## config.mk

```make
export PLATFORM = sky130hd
export DESIGN_NAME = menu_cmd_sched_flat
export DESIGN_NICKNAME = d
export VERILOG_FILES = /design/src/rtl/menu_cmd_sched_if.sv /design/src/rtl/menu_cmd_sched.sv /design/src/flat_wrapper.sv
export SDC_FILE = /design/constraint.sdc
export NUM_CORES = 1
export LEC_CHECK = 0
export BUFFER_PORTS_ARGS = -buffer_cell sky130_fd_sc_hd__clkbuf_2
export CAP_MARGIN = 0
export CORE_ASPECT_RATIO = 0.7
export CORE_MARGIN = 1.5
export CORE_UTILIZATION = 55
export DETAILED_ROUTE_END_ITERATION = 6
export PLACE_DENSITY_LB_ADDON = 0.15
export SLEW_MARGIN = 40
export SYNTH_ARGS = -nofsm -noshare
export SYNTH_HDL_FRONTEND = slang
export SYNTH_SLANG_ARGS = --single-unit
```

## constraint.sdc

```tcl
create_clock -name clk -period 2.6 [get_ports clk]
set_clock_uncertainty 0.1 [all_clocks]
set_input_delay 0.52 -clock clk [delete_from_list [all_inputs] [get_ports clk]]
set_output_delay 0.52 -clock clk [all_outputs]
set_load 0.01 [all_outputs]
```

## src/rtl/menu_cmd_sched_if.sv

```systemverilog
// Command handshake between the button scheduler (master) and the menu FSM (slave).
// cmd_code: 0=AD, 1=AT, 2=SEL, 3=CLC; meaningful only while cmd_valid is high.
interface menu_cmd_sched_if;
    logic       cmd_valid;
    logic [1:0] cmd_code;
    logic       cmd_ready;

    modport master (output cmd_valid, output cmd_code, input cmd_ready);
    modport slave  (input cmd_valid, input cmd_code, output cmd_ready);
endinterface

```

## src/rtl/menu_cmd_sched.sv

```systemverilog
// menu_cmd_sched: synchronizes and debounces the four board buttons (AD, AT, SEL, CLC),
// turns each press into a pending request and issues requests one at a time to the
// menu FSM by fixed priority (CLC > SEL > AT > AD) over a valid/ready handshake.
// Optional feature macro: MENU_CMD_REPEAT_EN -- when defined, a held AD or AT button
// produces a synthetic press every REPEAT_CYCLES cycles after the real press.
// The reset input is active-low and asynchronous despite its name.
module menu_cmd_sched #(
    parameter int DB_CNT_W      = 18,
    parameter int REPEAT_CYCLES = 4000000
) (
    input  logic               clk,
    input  logic               reset,
    input  logic               btn_ad,
    input  logic               btn_at,
    input  logic               btn_sel,
    input  logic               btn_clc,
    menu_cmd_sched_if.master   cmd,
    output logic [3:0]         pending,
    output logic [3:0]         drop_cnt
);

    typedef enum logic {
        ST_IDLE,
        ST_OFFER
    } state_t;

    logic [3:0] btn_raw;
    logic [3:0] evt;          // press events (real or synthetic), one cycle each

    assign btn_raw = {btn_clc, btn_sel, btn_at, btn_ad};

    genvar gi;
    generate
        for (gi = 0; gi < 4; gi++) begin : g_btn
            logic                sync1_q;
            logic                sync2_q;
            logic                stable_q;
            logic                stable_d;
            logic                stable_prev_q;
            logic [DB_CNT_W-1:0] db_cnt_q;
            logic [DB_CNT_W-1:0] db_cnt_d;
            logic                press;
            logic                rpt_hit;

            // Two-flop synchronizer for the asynchronous button level
            always_ff @(posedge clk or negedge reset) begin
                if (!reset) begin
                    sync1_q <= 1'b0;
                    sync2_q <= 1'b0;
                end else begin
                    sync1_q <= btn_raw[gi];
                    sync2_q <= sync1_q;
                end
            end

            // Debounce: accept a new level only after it has differed for a full counter span
            always_comb begin
                db_cnt_d = db_cnt_q;
                stable_d = stable_q;
                if (sync2_q == stable_q) begin
                    db_cnt_d = '0;
                end else if (db_cnt_q == {DB_CNT_W{1'b1}}) begin
                    stable_d = sync2_q;
                    db_cnt_d = '0;
                end else begin
                    db_cnt_d = db_cnt_q + 1'b1;
                end
            end

            // Debounce state and previous stable level for edge detection
            always_ff @(posedge clk or negedge reset) begin
                if (!reset) begin
                    db_cnt_q      <= '0;
                    stable_q      <= 1'b0;
                    stable_prev_q <= 1'b0;
                end else begin
                    db_cnt_q      <= db_cnt_d;
                    stable_q      <= stable_d;
                    stable_prev_q <= stable_q;
                end
            end

            // Only rising edges of the debounced level count as presses
            assign press = stable_q & ~stable_prev_q;

`ifdef MENU_CMD_REPEAT_EN
            if (gi < 2) begin : g_rpt
                localparam int RPT_W = (REPEAT_CYCLES > 2) ? $clog2(REPEAT_CYCLES) : 1;
                localparam logic [RPT_W-1:0] RPT_LAST = RPT_W'(REPEAT_CYCLES - 1);

                logic [RPT_W-1:0] rpt_cnt_q;
                logic [RPT_W-1:0] rpt_cnt_d;
                logic             rpt_fire;

                // Held-button timer: restarts at the real press, fires every REPEAT_CYCLES
                always_comb begin
                    rpt_cnt_d = rpt_cnt_q;
                    rpt_fire  = 1'b0;
                    if (!stable_q || press) begin
                        rpt_cnt_d = '0;
                    end else if (rpt_cnt_q == RPT_LAST) begin
                        rpt_cnt_d = '0;
                        rpt_fire  = 1'b1;
                    end else begin
                        rpt_cnt_d = rpt_cnt_q + 1'b1;
                    end
                end

                // Held-button timer register
                always_ff @(posedge clk or negedge reset) begin
                    if (!reset) begin
                        rpt_cnt_q <= '0;
                    end else begin
                        rpt_cnt_q <= rpt_cnt_d;
                    end
                end

                assign rpt_hit = rpt_fire;
            end else begin : g_no_rpt
                assign rpt_hit = 1'b0;
            end
`else
            assign rpt_hit = 1'b0;
`endif

            assign evt[gi] = press | rpt_hit;
        end
    endgenerate

    state_t     state_q, state_d;
    logic [1:0] code_q, code_d;
    logic [3:0] pending_q, pending_d;
    logic [3:0] drop_q, drop_d;
    logic [3:0] clr;
    logic [3:0] lost;
    logic [4:0] drop_sum;

    // Arbiter FSM plus pending/drop bookkeeping
    always_comb begin
        state_d  = state_q;
        code_d   = code_q;
        clr      = 4'b0000;
        drop_sum = {1'b0, drop_q};
        drop_d   = drop_q;
        case (state_q)
            ST_IDLE: begin
                if (pending_q != 4'b0000) begin
                    state_d = ST_OFFER;
                    if (pending_q[3])      code_d = 2'd3;
                    else if (pending_q[2]) code_d = 2'd2;
                    else if (pending_q[1]) code_d = 2'd1;
                    else                   code_d = 2'd0;
                end
            end
            ST_OFFER: begin
                // code_q is frozen here; new presses only update pending
                if (cmd.cmd_ready) begin
                    clr     = 4'b0001 << code_q;
                    state_d = ST_IDLE;
                end
            end
            default: state_d = ST_IDLE;
        endcase

        // A press on a bit being cleared this cycle re-queues instead of dropping
        lost      = evt & pending_q & ~clr;
        pending_d = (pending_q & ~clr) | evt;
        for (int i = 0; i < 4; i++) begin
            drop_sum = drop_sum + {4'b0000, lost[i]};
        end
        drop_d = (drop_sum > 5'd15) ? 4'hF : drop_sum[3:0];
    end

    // Arbiter and request state registers
    always_ff @(posedge clk or negedge reset) begin
        if (!reset) begin
            state_q   <= ST_IDLE;
            code_q    <= 2'd0;
            pending_q <= 4'b0000;
            drop_q    <= 4'h0;
        end else begin
            state_q   <= state_d;
            code_q    <= code_d;
            pending_q <= pending_d;
            drop_q    <= drop_d;
        end
    end

    // Valid comes straight from the state flop so reset drops it immediately
    assign cmd.cmd_valid = (state_q == ST_OFFER);
    assign cmd.cmd_code  = code_q;
    assign pending       = pending_q;
    assign drop_cnt      = drop_q;

endmodule

```

## src/flat_wrapper.sv

```systemverilog
// flat-port wrapper written by rule: the top's interface ports become plain ports
module menu_cmd_sched_flat 
#(
    parameter int DB_CNT_W      = 18,
    parameter int REPEAT_CYCLES = 4000000
)
  (clk, reset, btn_ad, btn_at, btn_sel, btn_clc, pending, drop_cnt, cmd_cmd_valid, cmd_cmd_code, cmd_cmd_ready);
  menu_cmd_sched_if cmd_i ();
  input  logic clk;
  input  logic reset;
  input  logic btn_ad;
  input  logic btn_at;
  input  logic btn_sel;
  input  logic btn_clc;
  output logic [3:0] pending;
  output logic [3:0] drop_cnt;
  output wire logic [$bits(cmd_i.cmd_valid)-1:0] cmd_cmd_valid;
  output wire logic [$bits(cmd_i.cmd_code)-1:0] cmd_cmd_code;
  input wire logic [$bits(cmd_i.cmd_ready)-1:0] cmd_cmd_ready;
  assign cmd_cmd_valid = cmd_i.cmd_valid;
  assign cmd_cmd_code = cmd_i.cmd_code;
  assign cmd_i.cmd_ready = cmd_cmd_ready;
  menu_cmd_sched #(.DB_CNT_W(DB_CNT_W), .REPEAT_CYCLES(REPEAT_CYCLES)) u_core (.clk(clk), .reset(reset), .btn_ad(btn_ad), .btn_at(btn_at), .btn_sel(btn_sel), .btn_clc(btn_clc), .cmd(cmd_i), .pending(pending), .drop_cnt(drop_cnt));
endmodule
```

==> flow_summary_export.csv, run 1 <==
group,metric,value,unit
run_status,status,"finished with violations",
run_status,violations,"DRC, setup timing",
timing,setup_slack,-0.02341,ns
cts,cts_buffer_depth,2,
route,wl,8387,um
route,remaining_drc_errors,2,
run,drv_cap,0,
pwr,swShare,24.85,%
synthesis,ys.flop_type,"dfrtp_1",
min_path,hp-class,"in2async",
synthesis,netlist_area,0.004583,mm^2
global_routing,grt_pass1_vias,3137,
pwr,p_seq_share,51.2,%
finish,layout-drive-gt1-share,15.37,%
route,wl_per_cell,14.24,um
worst_setup_path,startpoint,"u_core.cmd.cmd_code[0]",
synthesis,synth_edf_count,0,
pwr,comb_power_share,10.8,%
route,initialDrtViolationCount,174,
timing,hold_violations,0,
pwr,power_switching,0.8100,mW
cts,insertion_delay,0.34,ns
timing,worst_pin_slew,0.6935,ns
worst_setup_path,cp-start-kind,"flop",
synthesis,ys_ff_latch,99,
cts,tritoncts,"yes",
synthesis,synth-seq-area-share,54.05,%
pwr,vdd_drop_max,0.3079,mV
cts,hold_buffers,0,
worst_setup_path,r2r-start,"u_core.cmd.cmd_code[0]",
placement,place.port_buffers,17,
worst_setup_path,worstPathRequired,2.73,ns
worst_setup_path,worstSetupPathType,"reg2reg",
cts,cts_made_buffers,9,
timing,fin_crit_sh,100.9,%
placement,place_hpwl,5635,um
synthesis,yosys_warnings,0,
finish,syn_to_final_growth,14.03,%
die,pin_count,18,
global_routing,antenna_found_initial,0,
cts,cts_sinks,99,
die,rows,27,
pwr,power.leakage,2.246,nW
worst_setup_path,crit_top_cell,"fa_2",
global_routing,grt_start_max_net_pins,51,
worst_setup_path,critPathArrivalTime,2.76,ns
timing,min_period,2.623,ns
global_routing,grt_pass1_wl,14640,um
timing,finalSetupViolCount,1,
die,die_area,0.008898,mm^2
worst_setup_path,path_cells,"buf_4 -> o31ai_2 -> or3_1 -> fa_1 -> fa_2 -> inv_2 -> fa_2 -> nand2b_4",
timing,rsz0062_at_grt,"yes",
placement,gp_congestion,0.8334,
worst_setup_path,critPathTopFamily,"adder cells",
route,viasPerCell,5.435,
global_routing,grt_use_total,20.80,%
finish,utilization,65.55,%
cts,cts_root_buf,"clkbuf_16",
die,coreArea,0.007973,mm^2
worst_setup_path,crit_slowest_cell,"fa_1",
synthesis,ys_types,39,
pwr,totalPowerFinal,3.259,mW
worst_setup_path,cp_max_fo,5,
synthesis,synthCells,445,
die,die_w,112.1,um
timing,maxSlewViolCount,0,
die,die_y,79.38,um
finish,final_nets,498,
pwr,intPower,2.449,mW
finish,n_antenna_cell,0,
timing,max_freq,381.2,MHz
pwr,p_clk_share,38.1,%
finish,fillers,646,
placement,place_ws,-0.2639,ns
route,ant_nets,0,
synthesis,synth_area_per_cell,10.30,um^2
timing,slew_headroom,53.34,%
route,vias,3201,
finish,multiInputGateArea,0.002034,mm^2
worst_setup_path,critPathMaxStageDelay,0.44,ns
worst_setup_path,endpoint_kind,"flop",
pwr,powerDensity,623.6,mW/mm^2
synthesis,syn_nets,460,
die,start_util,57.49,%
route,dr.pass1.iters,6,
finish,regArea,0.002479,mm^2
global_routing,grt_overflow,0,
worst_setup_path,crit_buf_inv,2,
cts,h-tree-depth,3,
synthesis,async_flop_share,100.0,%
cts,clk_pin_slew,0.06,ns
state kept, by name, indices dropped and copies added (netlist names):
name	flops
u_core.cmd.cmd_code	2
u_core.cmd.cmd_valid	1
u_core.drop_cnt	4
u_core.g_btn.stable_q	4
u_core.g_btn.sync1_q	4
u_core.g_btn.stable_prev_q	4
u_core.pending	4
u_core.g_btn.sync2_q	4
u_core.g_btn.db_cnt_q	72
area by class of cell:
type	count	area share [%]
Clock buffer	11	4.836
Clock inverter	5	0.5267
Inverter	22	1.580
Multi-Input combinational cell	318	38.93
Sequential cell	99	47.43
Tap cell	101	2.418
Timing Repair Buffer	33	4.285
cell usage in the layout, fill, tap and decap left out, drive strengths merged:
cell,instances
o21ai,12
nor2b,3
clkinv,4
dfrtp,99
a21oi,3
nor4,14
and3,6
and4,6
ha,5
nor2,82
mux2i,2
a22oi,2
a32o,1
a21boi,1
nand3,24
buf,17
a31oi,3
a21o,1
or3,6
clkinvlp,1
nor3,14
nand3b,2
nor4b,1
nand2,21
xnor2,44
a31o,5
or4,1
or3b,1
xor2,17
mux2,5
clkbuf,27
fa,3
o31ai,3
inv,22
nor3b,1
nand2b,3
and2,1
nand4,25
what timing repair did:
| item | in CTS | in global routing |
|---|---|---|
| buffers inserted | 1 | 0 |
| pin swaps | 2 | 0 |
| endpoints found under the setup margin | 4 | 3 |
| resized for setup | 8 | 2 |
cells by family (layout without fill, tap and decap cells):
family	after synthesis	in the layout	synth area share, %
AOI/OAI and AO/OA	31	31	4.368
xor gates and xnor gates	61	61	11.66
adders and majority gates	8	8	2.675
buffers and inverters	28	71	2.539
DFF	99	99	54.05
muxes	7	7	1.665
and+or+nand+nor	211	211	23.04
cell usage after synthesis (4+ instances only):
cell / n / area, um^2
nor3_1: 14 / 70.07
mux2_2: 5 / 56.30
nor2_1: 82 / 307.8
nand2_1: 21 / 78.83
nand4_1: 24 / 150.1
ha_1: 5 / 62.56
xnor2_1: 44 / 385.4
nand3_1: 24 / 120.1
dfrtp_1: 99 / 2477
and4_1: 6 / 52.55
nor4_1: 13 / 81.33
inv_1: 22 / 82.58
xor2_1: 17 / 148.9
or3_1: 6 / 37.54
and3_1: 6 / 37.54
clkbuf_1: 4 / 15.01
o21ai_0: 12 / 60.06
a31o_2: 5 / 43.79
power groups by stage:
| stage | clock (mW) | sequential, mW | combinational [mW] |
|---|---|---|---|
| final | 1.24 | 1.67 | 0.350 |
| after global placement | 0 | 1.69 | 0.331 |
| after global routing | 1.33 | 1.68 | 0.396 |
| after floorplan | 0 | 1.72 | 0.120 |
| after CTS | 1.27 | 1.67 | 0.354 |
| after detailed placement | 0 | 1.69 | 0.337 |
final timing paths:
| path | endpoint | slack (ns) | depth (start not counted) |
|---|---|---|---|
| min reg2reg | u_core.g_btn[3].sync2_q | 0.25 | 0 |
| max | u_core.drop_cnt[1] | -0.02 | 8 |
| max reg2reg | u_core.drop_cnt[1] | -0.02 | 8 |
| min in group clk | u_core.g_btn[0].sync1_q | 0.18 | 1 |
| min | u_core.g_btn[2].stable_q | 0.1 | 1 |
| max in group asynchronous | u_core.pending[3] | 1.65 | 2 |
through the flow:
stage / setup TNS (ns) / hold WS (ns) / area (um^2) / instances
after detailed placement: -0.9314 / 0.2449 / 4897 / 572
after global placement: -0.8673 / 0.2324 / 4897 / 572
after floorplan: -0.1684 / 0.1244 / 4592 / 445
final: -0.02341 / 0.09936 / 5226 / 589
after CTS: -0.02117 / 0.1269 / 5216 / 589
after global routing: -0.1346 / 0.1579 / 5226 / 589
worst reg2reg max path, delay by kind of cell (launching register included):
family | cells | cell delay [ns]
DFF | 1 | 0.39
buffers and inverters | 2 | 0.24
adders and majority gates | 3 | 1.22
AOI/OAI and AO/OA | 1 | 0.26
and+or+nand+nor | 2 | 0.31
routing by layer:
metal  global-route usage [%]  vias up  wire length, um
met2                    31.96       43             3698
met4                    5.316        0               56
met1                    29.71     1538             4372
li1                         -     1615                -
met3                    5.467        5              259
met5                        0        -                0
Note: power is estimated with default switching activity, not from simulation.
==> inputs of run 2 (changes only) <==
- clock period: 2.6 -> 2.2 ns (I/O delays scaled with it)
==> run 2 against run 1 <==
Register-to-register slack got worse by 0.46 ns. Largest cell class unchanged. Critical path type unchanged. Sequential power is 19% higher. Clock power up 19%. Die area did not move. Clock-buffer cell count is 1 higher. Global-route usage up 0.56 points. Critical path depth is the same. Core utilization up 0.55 points. Worst setup slack lost 0.46 ns. The run still ends with DRC, setup timing left.
==> flow_summary_export.csv, run 2 (synthesis results as in run 1) <==
group,metric,value,unit
run_status,status,"finished with violations",
run_status,violations,"DRC, setup timing",
finish,final_cell_mix,"dfrtp_1, nor2_1, xnor2_1, nand4_1, nand3_1",
pwr,powerDensity,742.9,mW/mm^2
pwr,p_clk_share,37.9,%
cts,clk_pin_slew,0.06,ns
global_routing,grt_pass1_wl,15080,um
worst_setup_path,rr_worst_depth,8,
global_routing,grt_overflow,0,
route,dr.pass1.iters,6,
pwr,swShare,24.03,%
timing,max_freq,372.3,MHz
die,start_util,57.49,%
timing,fin_crit_sh,122.1,%
pwr,power.leakage,2.261,nW
cts,cts_made_buffers,9,
route,initialDrtViolationCount,183,
worst_setup_path,worstPathRequired,2.32,ns
route,wl,8361,um
route,wl_per_cell,14.12,um
timing,hold_violations,0,
worst_setup_path,cp-start-kind,"flop",
placement,place_hpwl,5714,um
timing,setup_slack,-0.4857,ns
global_routing,grt_pass1_vias,3228,
timing,worst_pin_slew,0.6767,ns
placement,place.port_buffers,17,
die,rows,27,
global_routing,grt_use_total,21.36,%
finish,n_antenna_cell,0,
pwr,p_seq_share,50.6,%
cts,tritoncts,"yes",
finish,final_cell_area,0.005270,mm^2
finish,layout-drive-gt1-share,15.48,%
cts,cts_sinks,99,
worst_setup_path,crit_top_cell,"fa_2",
die,die_area,0.008898,mm^2
finish,syn_to_final_growth,14.99,%
worst_setup_path,endpoint_kind,"flop",
placement,dp.cells,574,
placement,gp_congestion,0.8225,
pwr,vdd_drop_max,0.4223,mV
route,ant_nets,0,
finish,layout.cells.non_filler,592,
cts,insertion_delay,0.33,ns
cts,cts_root_buf,"clkbuf_16",
pwr,intPower,2.975,mW
global_routing,antenna_found_initial,0,
worst_setup_path,worstSetupPathType,"reg2reg",
min_path,hp-class,"in2reg",
worst_setup_path,critPathArrivalTime,2.80,ns
run,drv_cap,0,
cts,h-tree-depth,3,
die,pin_count,18,
route,viasPerCell,5.439,
worst_setup_path,crit_slowest_cell,"fa_1",
pwr,comb_power_share,11.6,%
die,die_y,79.38,um
finish,regArea,0.002480,mm^2
timing,min_period,2.686,ns
timing,slew_headroom,54.47,%
cts,cts_buffer_depth,2,
worst_setup_path,path_cells,"nand2_4 -> o31ai_4 -> or3_4 -> fa_1 -> fa_2 -> inv_2 -> fa_2 -> nand2b_1",
pwr,power_switching,0.9408,mW
min_path,holdPathStages,1,
worst_setup_path,critPathMaxStageDelay,0.50,ns
global_routing,grt_start_max_net_pins,50,
route,vias,3220,
timing,rsz0062_at_grt,"yes",
finish,multiInputGateArea,0.002052,mm^2
worst_setup_path,cp_max_fo,7,
finish,final_nets,502,
die,coreArea,0.007973,mm^2
finish,utilization,66.10,%
placement,dpl_cell_area,0.004913,mm^2
finish,layout_commonest_cell,"dfrtp_1",
timing,finalSetupViolCount,4,
die,die_w,112.1,um
route,remaining_drc_errors,8,
finish,regMostFlops,"u_core.g_btn.db_cnt_q",
timing,maxSlewViolCount,0,
finish,fillers,630,
finish,largest_register_ffs,72,
==> run 2: per-stage QoR <==
| step | setup TNS, ns | total power [mW] | setup slack (ns) | hold slack (ns) |
|---|---|---|---|---|
| after floorplan | -1.471 | 2.170 | -0.4188 | 0.04441 |
| after global placement | -1.976 | 2.388 | -0.5355 | 0.2336 |
| after detailed placement | -2.134 | 2.395 | -0.5853 | 0.2364 |
| after CTS | -1.416 | 3.923 | -0.4687 | 0.09478 |
| after global routing | -1.768 | 4.090 | -0.5483 | 0.09538 |
| final | -1.487 | 3.915 | -0.4857 | 0.1086 |
==> run 2: worst max-delay path: cells and delay by family (launching register included) <==
family | cells | cell delay, ns
AO/OA/AOI/OAI | 1 | 0.06
adder cells (fa/ha/maj) | 3 | 1.28
buffers and inverters | 1 | 0.08
flip-flops | 1 | 0.46
AND/OR/NAND/NOR | 3 | 0.59
==> run 2: cell type report <==
type	count	share of cell area (%)
timing repair buffer	37	4.796
sequential	99	47.06
inverter	22	1.567
tap	101	2.398
multi-input combinational	318	38.94
clock inverter	3	0.7597
clock buffer	12	4.487
==> run 2: power groups by stage <==
stage	Clock (mW)	Combinational, mW	Sequential, mW
2_1_floorplan	0	0.141	2.03
3_3_place_gp	0	0.392	2.00
3_5_place_dp	0	0.395	2.00
4_1_cts	1.53	0.426	1.97
5_1_grt	1.59	0.508	1.99
6_report	1.48	0.453	1.98
==> run 2: repair_timing <==
| action | 4_1_cts | 5_1_grt |
|---|---|---|
| setup buffers | 1 | 1 |
| hold buffers | 1 | 0 |
| hold endpoints to repair | 27 | 0 |
| gates resized for setup | 6 | 7 |
| pin swaps | 5 | 3 |
| endpoints found under the setup margin | 4 | 10 |
==> run 2: final timing paths <==
path                                          from                      endpoint  slack, ns
setup / recovery              u_core.cmd.cmd_valid            u_core.drop_cnt[1]      -0.49
hold / removal                              btn_ad       u_core.g_btn[0].sync1_q       0.11
setup reg to reg              u_core.cmd.cmd_valid            u_core.drop_cnt[1]      -0.49
hold reg to reg            u_core.g_btn[2].sync1_q       u_core.g_btn[2].sync2_q       0.25
max in group asynchronous                    reset        u_core.cmd.cmd_code[0]       0.89
min in group asynchronous                    reset  u_core.g_btn[2].db_cnt_q[11]       0.47
==> run 2: per-layer routing <==
| layer | routed length (um) | vias to the layer above | track usage, % |
|---|---|---|---|
| met2 | 3583 | 56 | 31.96 |
| li1 | - | 1613 | - |
| met1 | 4415 | 1543 | 31.64 |
| met3 | 302 | 8 | 5.087 |
| met4 | 60 | 0 | 5.443 |
| met5 | 0 | - | 0 |
